### config.mk
export PLATFORM = sky130hd
export DESIGN_NAME = task8_seq
export DESIGN_NICKNAME = d
export VERILOG_FILES = /design/src/rtl/task8_seq.sv
export SDC_FILE = /design/constraint.sdc
export NUM_CORES = 1
export LEC_CHECK = 0
export ABC_AREA = 1
export CAP_MARGIN = 20
export CORE_AREA = 10 10 243 245
export DETAILED_ROUTE_END_ITERATION = 7
export DIE_AREA = 0 0 253 255
export HOLD_SLACK_MARGIN = 0.08
export PLACE_DENSITY = 0.72
export SLEW_MARGIN = 0
export SYNTH_ARGS = -nofsm -noshare
export SYNTH_HDL_FRONTEND = slang
export SYNTH_SLANG_ARGS = --single-unit
export TNS_END_PERCENT = 1
### constraint.sdc
create_clock -name clk -period 5.78 [get_ports clk]
set_clock_uncertainty 0.15 [all_clocks]
set_input_delay 1.156 -clock clk [delete_from_list [all_inputs] [get_ports clk]]
set_output_delay 1.156 -clock clk [all_outputs]
set_load 0.01 [all_outputs]
### src/rtl/task8_seq.sv
// Sample sequencer for the task_8 accumulate datapath: buffers a vector of
// samples, then chains them through one datapath instance with a watchdog.
module task8_seq #(
    parameter int unsigned DATA_W  = 32,
    parameter int unsigned DEPTH   = 16,
    parameter int unsigned TIMEOUT = 64
) (
    input  logic                    clk,
    input  logic                    reset,
    input  logic                    clk_en,
    input  logic                    wr_en,
    input  logic [DATA_W-1:0]       wr_data,
    output logic                    full,
    output logic [$clog2(DEPTH):0]  level,
    input  logic                    go,
    input  logic [DATA_W-1:0]       sum_init,
    output logic                    busy,
    output logic                    done,
    output logic                    error,
    output logic [DATA_W-1:0]       result,
    output logic                    dp_start,
    output logic [DATA_W-1:0]       dp_x,
    output logic [DATA_W-1:0]       dp_sum,
    input  logic                    dp_done,
    input  logic [DATA_W-1:0]       dp_new_sum
);

    localparam int unsigned AW = $clog2(DEPTH);
    localparam int unsigned LW = AW + 1;
    localparam int unsigned TW = $clog2(TIMEOUT + 1);

    typedef enum logic [1:0] {
        IDLE   = 2'd0,
        ISSUE  = 2'd1,
        WAIT   = 2'd2,
        FINISH = 2'd3
    } state_t;

    state_t              state;
    logic [DATA_W-1:0]   mem [DEPTH];
    logic [AW-1:0]       wr_ptr;
    logic [AW-1:0]       rd_ptr;
    logic [LW-1:0]       level_q;
    logic [LW-1:0]       level_nxt;
    logic                full_q;
    logic [TW-1:0]       wdog;
    logic [DATA_W-1:0]   acc;
    logic [DATA_W-1:0]   head;
    logic                dp_start_q;
    logic                done_q;
    logic                busy_q;
    logic                error_q;
    logic [DATA_W-1:0]   result_q;
    logic [DATA_W-1:0]   dp_x_q;
    logic [DATA_W-1:0]   dp_sum_q;
    logic                push;
    logic                push_ok;
    logic                pop;
    logic                timeout_hit;

    // Pulses are masked while the global enable is low so a held register
    // never looks like a fresh start/done to the neighbours.
    assign dp_start = dp_start_q & clk_en;
    assign done     = done_q & clk_en;
    assign full     = full_q;
    assign level    = level_q;
    assign busy     = busy_q;
    assign error    = error_q;
    assign result   = result_q;
    assign dp_x     = dp_x_q;
    assign dp_sum   = dp_sum_q;

    assign push        = wr_en & clk_en & ~full_q;
    assign pop         = clk_en & (state == ISSUE);
    assign timeout_hit = clk_en & (state == WAIT) & ~dp_done & (wdog == TW'(TIMEOUT - 1));
    // A timeout flushes the queue; a write landing in that same cycle goes with it.
    assign push_ok     = push & ~timeout_hit;
    assign head        = mem[rd_ptr];

    // Next occupancy
    always_comb begin
        level_nxt = level_q;
        if (timeout_hit) begin
            level_nxt = '0;
        end else begin
            level_nxt = level_q + LW'(push_ok) - LW'(pop);
        end
    end

    // FIFO pointers and flags
    always_ff @(posedge clk or negedge reset) begin
        if (!reset) begin
            wr_ptr  <= '0;
            rd_ptr  <= '0;
            level_q <= '0;
            full_q  <= 1'b0;
        end else begin
            if (push_ok) begin
                wr_ptr <= wr_ptr + AW'(1);
            end
            if (timeout_hit) begin
                rd_ptr <= wr_ptr;
            end else if (pop) begin
                rd_ptr <= rd_ptr + AW'(1);
            end
            level_q <= level_nxt;
            full_q  <= (level_nxt == LW'(DEPTH));
        end
    end

    // Sample storage
    always_ff @(posedge clk) begin
        if (push_ok) begin
            mem[wr_ptr] <= wr_data;
        end
    end

    // Sequencer FSM with registered outputs
    always_ff @(posedge clk or negedge reset) begin
        if (!reset) begin
            state      <= IDLE;
            wdog       <= '0;
            acc        <= '0;
            dp_start_q <= 1'b0;
            done_q     <= 1'b0;
            busy_q     <= 1'b0;
            error_q    <= 1'b0;
            result_q   <= '0;
            dp_x_q     <= '0;
            dp_sum_q   <= '0;
        end else if (clk_en) begin
            done_q <= 1'b0;
            case (state)
                IDLE: begin
                    busy_q <= 1'b0;
                    if (go) begin
                        acc     <= sum_init;
                        error_q <= 1'b0;
                        busy_q  <= 1'b1;
                        if (level_q == '0) begin
                            state <= FINISH;
                        end else begin
                            state      <= ISSUE;
                            dp_start_q <= 1'b1;
                            dp_x_q     <= head;
                            dp_sum_q   <= sum_init;
                        end
                    end
                end
                ISSUE: begin
                    dp_start_q <= 1'b0;
                    wdog       <= '0;
                    state      <= WAIT;
                end
                WAIT: begin
                    if (dp_done) begin
                        acc <= dp_new_sum;
                        if (level_q == '0) begin
                            state <= FINISH;
                        end else begin
                            state      <= ISSUE;
                            dp_start_q <= 1'b1;
                            dp_x_q     <= head;
                            dp_sum_q   <= dp_new_sum;
                        end
                    end else if (timeout_hit) begin
                        error_q <= 1'b1;
                        state   <= FINISH;
                    end else begin
                        wdog <= wdog + TW'(1);
                    end
                end
                FINISH: begin
                    result_q <= acc;
                    done_q   <= 1'b1;
                    busy_q   <= 1'b0;
                    state    <= IDLE;
                end
                default: begin
                    state <= IDLE;
                end
            endcase
        end
    end

endmodule

# After elaboration in Yosys (flattened, before gate mapping)
# Memories as Yosys holds them, arrays and structs flattened.
# Index checks and enable logic that the tools add are counted.
# classes
eq_ne	13
n_addsub	5
n_reduce_logical	15
bitwise_logic	12
muxes	36
# ops
cell	count
$mux 32	9
$pmux 32 s2	3
$mux 7	2
$ne 2x2->1 const B	7
$pmux 7 s2	1
$reduce_and 4->1	3
$mux 1	10
$and 1x1->1	9
$add 4x1->4 const B	2
$mux 2	4
$mux 4	2
$pmux 2 s4	1
$reduce_bool 2->1	4
$add 7x1->7 const B	1
$eq 7x6->1 const B	1
$reduce_and 6->1	1
$add 5x1->5	1
$eq 5x5->1 const B	1
$logic_not 5->1	1
$mux 5	1
$reduce_and 5->1	1
$sub 5x1->5	1
$eq 2x2->1 const B	2
$pmux 1 s2	2
8 further kinds	11
# totals
memories	1
in_bits	102
register_bits	155
ramBits	512
elab_cells	96
# memory_table
name	depth	word_bits	rd	rd_clocked_by_memory_dff	write_ports	line	rtl
mem	16	32	1	0	1	40	logic [DATA_W-1:0] mem [DEPTH];

# Logic depth before layout (Yosys ltp)
# logic_depth
ltp_word	10
ltp_mapped	17
ltp_nobuf	17

# Least setup slack after synthesis
# Ideal clock, no wire load.
# synth_path
path_type	input -> register
start	input clk_en
end	memory mem[11][0], enable pin
required_ns	5.209
slack_ns	2.051
setup_time_ns	0.421
path_stages	7
t_arrival_ns	3.158
n_path_buf	1
cell_sequence	buf_2 -> nand2_1 -> nor2_1 -> nand2_2 -> inv_2 -> nand2_1 -> nor2_1
# synth_via
elab_chain_len	7
word_cells_on_any_way	9
cone_classes	mux: 2; bitwise: 7
# synth_lines
element	line	rtl
start, declared	10	input logic clk_en,
$and 1x1->1 (3 in a row)	75	assign timeout_hit = clk_en & (state == WAIT) & ~dp_done & (wdog == TW'(TIMEOUT - 1));
$not 1->1	77	assign push_ok = push & ~timeout_hit;
$and 1x1->1 (*)	77	
$mux 1 (*)	113	if (push_ok) begin
$mux 1 (implied by the code) (*)	114	mem[wr_ptr] <= wr_data;
end, declared	40	
# Mark *: on every way between the ends. The rest lies on a longest branch, timed or not.

# Worst setup path in the final report
# layout_path
start	input clk_en
end	output done
# layout_via
elab_chain_len	1
# layout_lines
element	line	rtl
$and 1x1->1	64	assign done = done_q & clk_en;
end, declared	18	output logic done,
# Every way passes these cells.

==> results by group <==
Synth
  – Top cell type's share of synthesized area: 0.551
  – XOR/XNOR Fraction of Synth Area: 0.00188
  – Complex-gate fraction of the synthesized area: 0.0204
  – Area of the mapped netlist: 27900 µm²
  – Main flop type after synthesis: sky130_fd_sc_hd__edfxtp_1
  – Number of distinct library cells after synthesis: 31
  – Average size of a mapped cell: 10.4 µm²
  – Mux cell area share after synthesis: 0
  – Simple-gate area share of the yosys netlist: 0.224
  – Leading cell types by total area after synthesis: sky130_fd_sc_hd__edfxtp_1 55%, sky130_fd_sc_hd__nand2_1 14%, sky130_fd_sc_hd__dfrtp_1 14%, sky130_fd_sc_hd__nand3_1 6.8%, sky130_fd_sc_hd__inv_1 3.0%
  – Number of enable flip-flop cells after synthesis: 512
  – Proportion of synthesized chip area in sequential cells: 0.690
  – Nets in the synthesized netlist: 2800
  – Synthesis-stage register bit count: 667
  – Largest family of logic cells by synthesized area: simple AND/OR/NAND/NOR gates
  – Cell count after synthesis: 2681
  – Yosys warnings: 0
  – Adder and majority cell fraction of the synthesized area: 0.00789
  – Proportion of register bits with asynchronous set or reset after synthesis: 0.232
  – Post-synth top area cell: sky130_fd_sc_hd__edfxtp_1

Clocking
  – Htree depth: 3
  – Clock buffers created by TritonCTS: 69
  – Clock tree buffer depth: 3
  – CTS root buf: sky130_fd_sc_hd__clkbuf_16
  – Count of buffers added by post-CTS timing repair for setup: 0
  – TritonCTS sink count: 667
  – Resized cells post-CTS: 0
  – Clock tree from TritonCTS: built
  – CTS clk-pin slew, worst paths: 50 ps
  – Hold buffer count at cts: 0
  – Insertion delay of the later-clocked pin in the worst-skew pair: 600 ps

Setup path
  – Cell Chain, Critical Path: clkdlybuf4s50_1, nand2_1, inv_1, clkdlybuf4s50_1
  – Critical Setup Path Class: in -> out
  – Critical path startpoint category: input port
  – Family with the most delay on the worst path: buffers and inverters
  – Minimum setup slack among reg-to-reg paths: 2110 ps
  – Max stage delay cell, worst path: sky130_fd_sc_hd__clkdlybuf4s50_1
  – Crit path largest cell delay: 690 ps
  – Number of cells on the worst reg-to-reg path: 10
  – Worst path required time: 4470 ps
  – Most frequent CP cell: sky130_fd_sc_hd__clkdlybuf4s50_1
  – Type of destination of the critical path: output pin
  – Maximum fanout encountered on the critical timing path: 8
  – Number of buffers and inverters on the critical path: 3
  – Endpoint arrival time on the critical path: 2540 ps
  – Number of logic stages on the critical path including buffering: 4

Power and ir drop
  – Peak supply drop: 0.418 mV
  – Clock power frac: 0.266
  – Switching power summed over all nets: 0.00584 W
  – Switching power as a share of total power: 0.362
  – Reg power frac: 0.392
  – Cell area power density: 491 nW/µm²
  – Internal Power: 0.0103 W
  – Static leakage power: 13.7 nW
  – Logic pwr share: 0.343

Global routing
  – Busiest layer in global routing: met2
  – Largest net degree at the start of global routing: 122
  – Global-route wire length before repair: 107000 µm
  – Initial antenna violation count: 1
  – Met2 Resource Use GR: 0.362
  – Tot GR Track Use: 0.212
  – Global routing usage on met3: 0.0405
  – Met1 routing resource usage after global routing: 0.268
  – Global route total overflow: 0
  – Via count of the first global-routing pass: 19071

Floorplanning
  – Vert. Die Dim: 255 µm
  – Width of the chip: 253 µm
  – Total I/O pin count: 208
  – Rows: 86
  – Full die area: 64500 µm²
  – Core box area: 54400 µm²
  – Effective utilization at floorplan: 0.513

Place
  – Post-place setup slack: 1570 ps
  – Half-perimeter wire length after detailed placement: 41800 µm
  – GPL Wtd Cong: 0.877
  – Count of buffers from port buffering: 207
  – Placed Instance Area: 30700 µm²

Outcome
  – Result of the run: finished, final reports clean

Route
  – Remaining routing DRC violations: 0
  – Wirelength per Cell: 19.2 µm
  – Detailed-routing iteration count for the pre-antenna-repair pass: 6
  – Total wire length after detailed routing: 69100 µm
  – Iter 0 DRT Violations: 1659
  – Via count: 19441
  – Via-per-instance ratio: 5.39
  – Final ANT Viol Nets: 0

Cells and area
  – Relative area change from synthesis to final layout: 17.7%
  – Share of cells above drive strength 1: 0.0600
  – Filler cell count in the final layout: 4334
  – Finished Cell Area: 32900 µm²
  – Final #Nets: 2969

STA
  – Slew of the pin with the lowest slew margin: 1040 ps
  – Clock period minus worst slack: 3850 ps
  – Hold WS: 327 ps
  – Max Fclk: 0.260 GHz
  – Pins Over Slew Limit: 0
  – Worst-case headroom to the max-slew limit: 0.308
  – Sum Neg Setup Slack: 0 ps
  – Setup repair after global routing missed its margin: no
  – Final hold violations: 0
  – Part of the cycle the worst path needs: 0.666
  – Finish-stage setup viols: 0
  – Setup ws final: 1930 ps

Hold path
  – Worst hold path stage count: 2
  – Classification of the worst-slack hold path: reg -> reg

Job
  – Max-capacitance violation count: 0
power by group through the flow:
stage | clock network [W] | logic [W] | registers, W
2_1_floorplan | 0 | 0.00350 | 0.00634
3_3_place_gp | 0 | 0.00535 | 0.00638
3_5_place_dp | 0 | 0.00552 | 0.00640
4_1_cts | 0.00435 | 0.00556 | 0.00632
5_1_grt | 0.00455 | 0.00618 | 0.00639
6_report | 0.00428 | 0.00553 | 0.00632
cells by family (layout without fill, tap and decap cells):
group | Yosys count | after routing
AOI/OAI and AO/OA | 111 | 111
xor gates and xnor gates | 6 | 6
other | 0 | 1
and+or+nand+nor | 1513 | 1513
DFF | 667 | 667
adders and majority gates | 17 | 17
buffers and inverters | 367 | 588
stage by stage:
step	util	cells	total power (W)
floorplan	-	2681	0.00984
global placement	0.560	3474	0.0117
detailed placement	0.563	3482	0.0119
CTS	0.603	3605	0.0162
global route	0.603	3606	0.0171
finish	0.603	3607	0.0161
flip-flops by register name (all words and copies together) (netlist names), 2 cells and up:
| signal | count |
|---|---|
| acc | 32 |
| dp_sum | 32 |
| dp_x | 32 |
| level | 5 |
| mem | 512 |
| rd_ptr | 4 |
| result | 32 |
| state | 2 |
| wdog | 7 |
| wr_ptr | 4 |
worst paths after layout:
path | start | end
worst min register to register | dp_x[20] | dp_x[20]
worst max register to register | state[0] | mem[1][30]
min in group asynchronous | reset | dp_sum[9]
worst min-delay path | dp_x[20] | dp_x[20]
max in group asynchronous | reset | rd_ptr[0]
worst max-delay path | clk_en | done
Yosys cell counts, types with 2 or more instances:
cell type / n
sky130_fd_sc_hd__buf_2: 61
sky130_fd_sc_hd__nor2_1: 28
sky130_fd_sc_hd__o21ai_1: 13
sky130_fd_sc_hd__nand3_1: 381
sky130_fd_sc_hd__buf_1: 22
sky130_fd_sc_hd__buf_6: 4
sky130_fd_sc_hd__dfrtp_1: 155
sky130_fd_sc_hd__xor2_1: 5
sky130_fd_sc_hd__inv_1: 220
sky130_fd_sc_hd__a21oi_1: 7
sky130_fd_sc_hd__or2_2: 15
sky130_fd_sc_hd__nor3b_1: 2
sky130_fd_sc_hd__edfxtp_1: 512
sky130_fd_sc_hd__nand2_2: 2
sky130_fd_sc_hd__nand2_1: 1077
sky130_fd_sc_hd__o21ai_0: 86
sky130_fd_sc_hd__ha_1: 16
sky130_fd_sc_hd__inv_2: 5
sky130_fd_sc_hd__buf_4: 21
sky130_fd_sc_hd__o211ai_1: 3
sky130_fd_sc_hd__clkbuf_1: 33
sky130_fd_sc_hd__nor2_2: 4
cells in the final DEF (no fill, tap or decap), types with 3 or more instances in the layout:
cell type                         Yosys  routed
sky130_fd_sc_hd__nor2_1              28      12
sky130_fd_sc_hd__clkbuf_8             0       5
sky130_fd_sc_hd__clkbuf_16            0      70
sky130_fd_sc_hd__dfrtp_1            155     152
sky130_fd_sc_hd__inv_2                5       6
sky130_fd_sc_hd__clkdlybuf4s50_1      0     206
sky130_fd_sc_hd__clkinv_1             0      11
sky130_fd_sc_hd__a21oi_1              7       7
sky130_fd_sc_hd__ha_1                16      16
sky130_fd_sc_hd__xor2_1               5       5
sky130_fd_sc_hd__o21ai_0             86      86
sky130_fd_sc_hd__nand3_1            381     381
sky130_fd_sc_hd__nor2_4               0      17
sky130_fd_sc_hd__buf_4               21      23
sky130_fd_sc_hd__or2_2               15      15
sky130_fd_sc_hd__edfxtp_1           512     512
sky130_fd_sc_hd__inv_6                0       7
sky130_fd_sc_hd__inv_1              220     217
sky130_fd_sc_hd__o21ai_1             13      13
sky130_fd_sc_hd__bufinv_16            0       5
sky130_fd_sc_hd__clkbuf_1            33      24
sky130_fd_sc_hd__nand2_1           1077    1075
sky130_fd_sc_hd__buf_12               0       8
sky130_fd_sc_hd__nand2_2              2       4
sky130_fd_sc_hd__o211ai_1             3       3
sky130_fd_sc_hd__nor2_2               4       3
cell type report:
| class | count | area [µm²] | area share |
|---|---|---|---|
| Clock buffer | 99 | 1910 | 0.0581 |
| Clock inverter | 24 | 262 | 0.00796 |
| Inverter | 225 | 855 | 0.0260 |
| Sequential cell | 667 | 19300 | 0.586 |
| Tap cell | 704 | 881 | 0.0268 |
| Antenna cell | 1 | 2.50 | 0.0000762 |
| Timing Repair Buffer | 240 | 2460 | 0.0749 |
| Multi-Input combinational cell | 1647 | 7220 | 0.220 |
worst register-to-register path: stages, from the launching register on:
cell and delay, ps:
sky130_fd_sc_hd__dfrtp_1 430, sky130_fd_sc_hd__inv_1 90, sky130_fd_sc_hd__ha_1 230, sky130_fd_sc_hd__inv_2 520, sky130_fd_sc_hd__nor2_8 70, sky130_fd_sc_hd__nand4_4 230, sky130_fd_sc_hd__nand2_2 140, sky130_fd_sc_hd__inv_2 160
sky130_fd_sc_hd__nand2_1 240, sky130_fd_sc_hd__nor2_4 700, sky130_fd_sc_hd__buf_4 390
routing by layer:
metal / part of all wire / vias up
met5: 0.00010 / -
met4: 0.026 / 2
met3: 0.072 / 127
met2: 0.50 / 738
met1: 0.40 / 9427
li1: - / 9147
(Power assumes the default switching activity.)
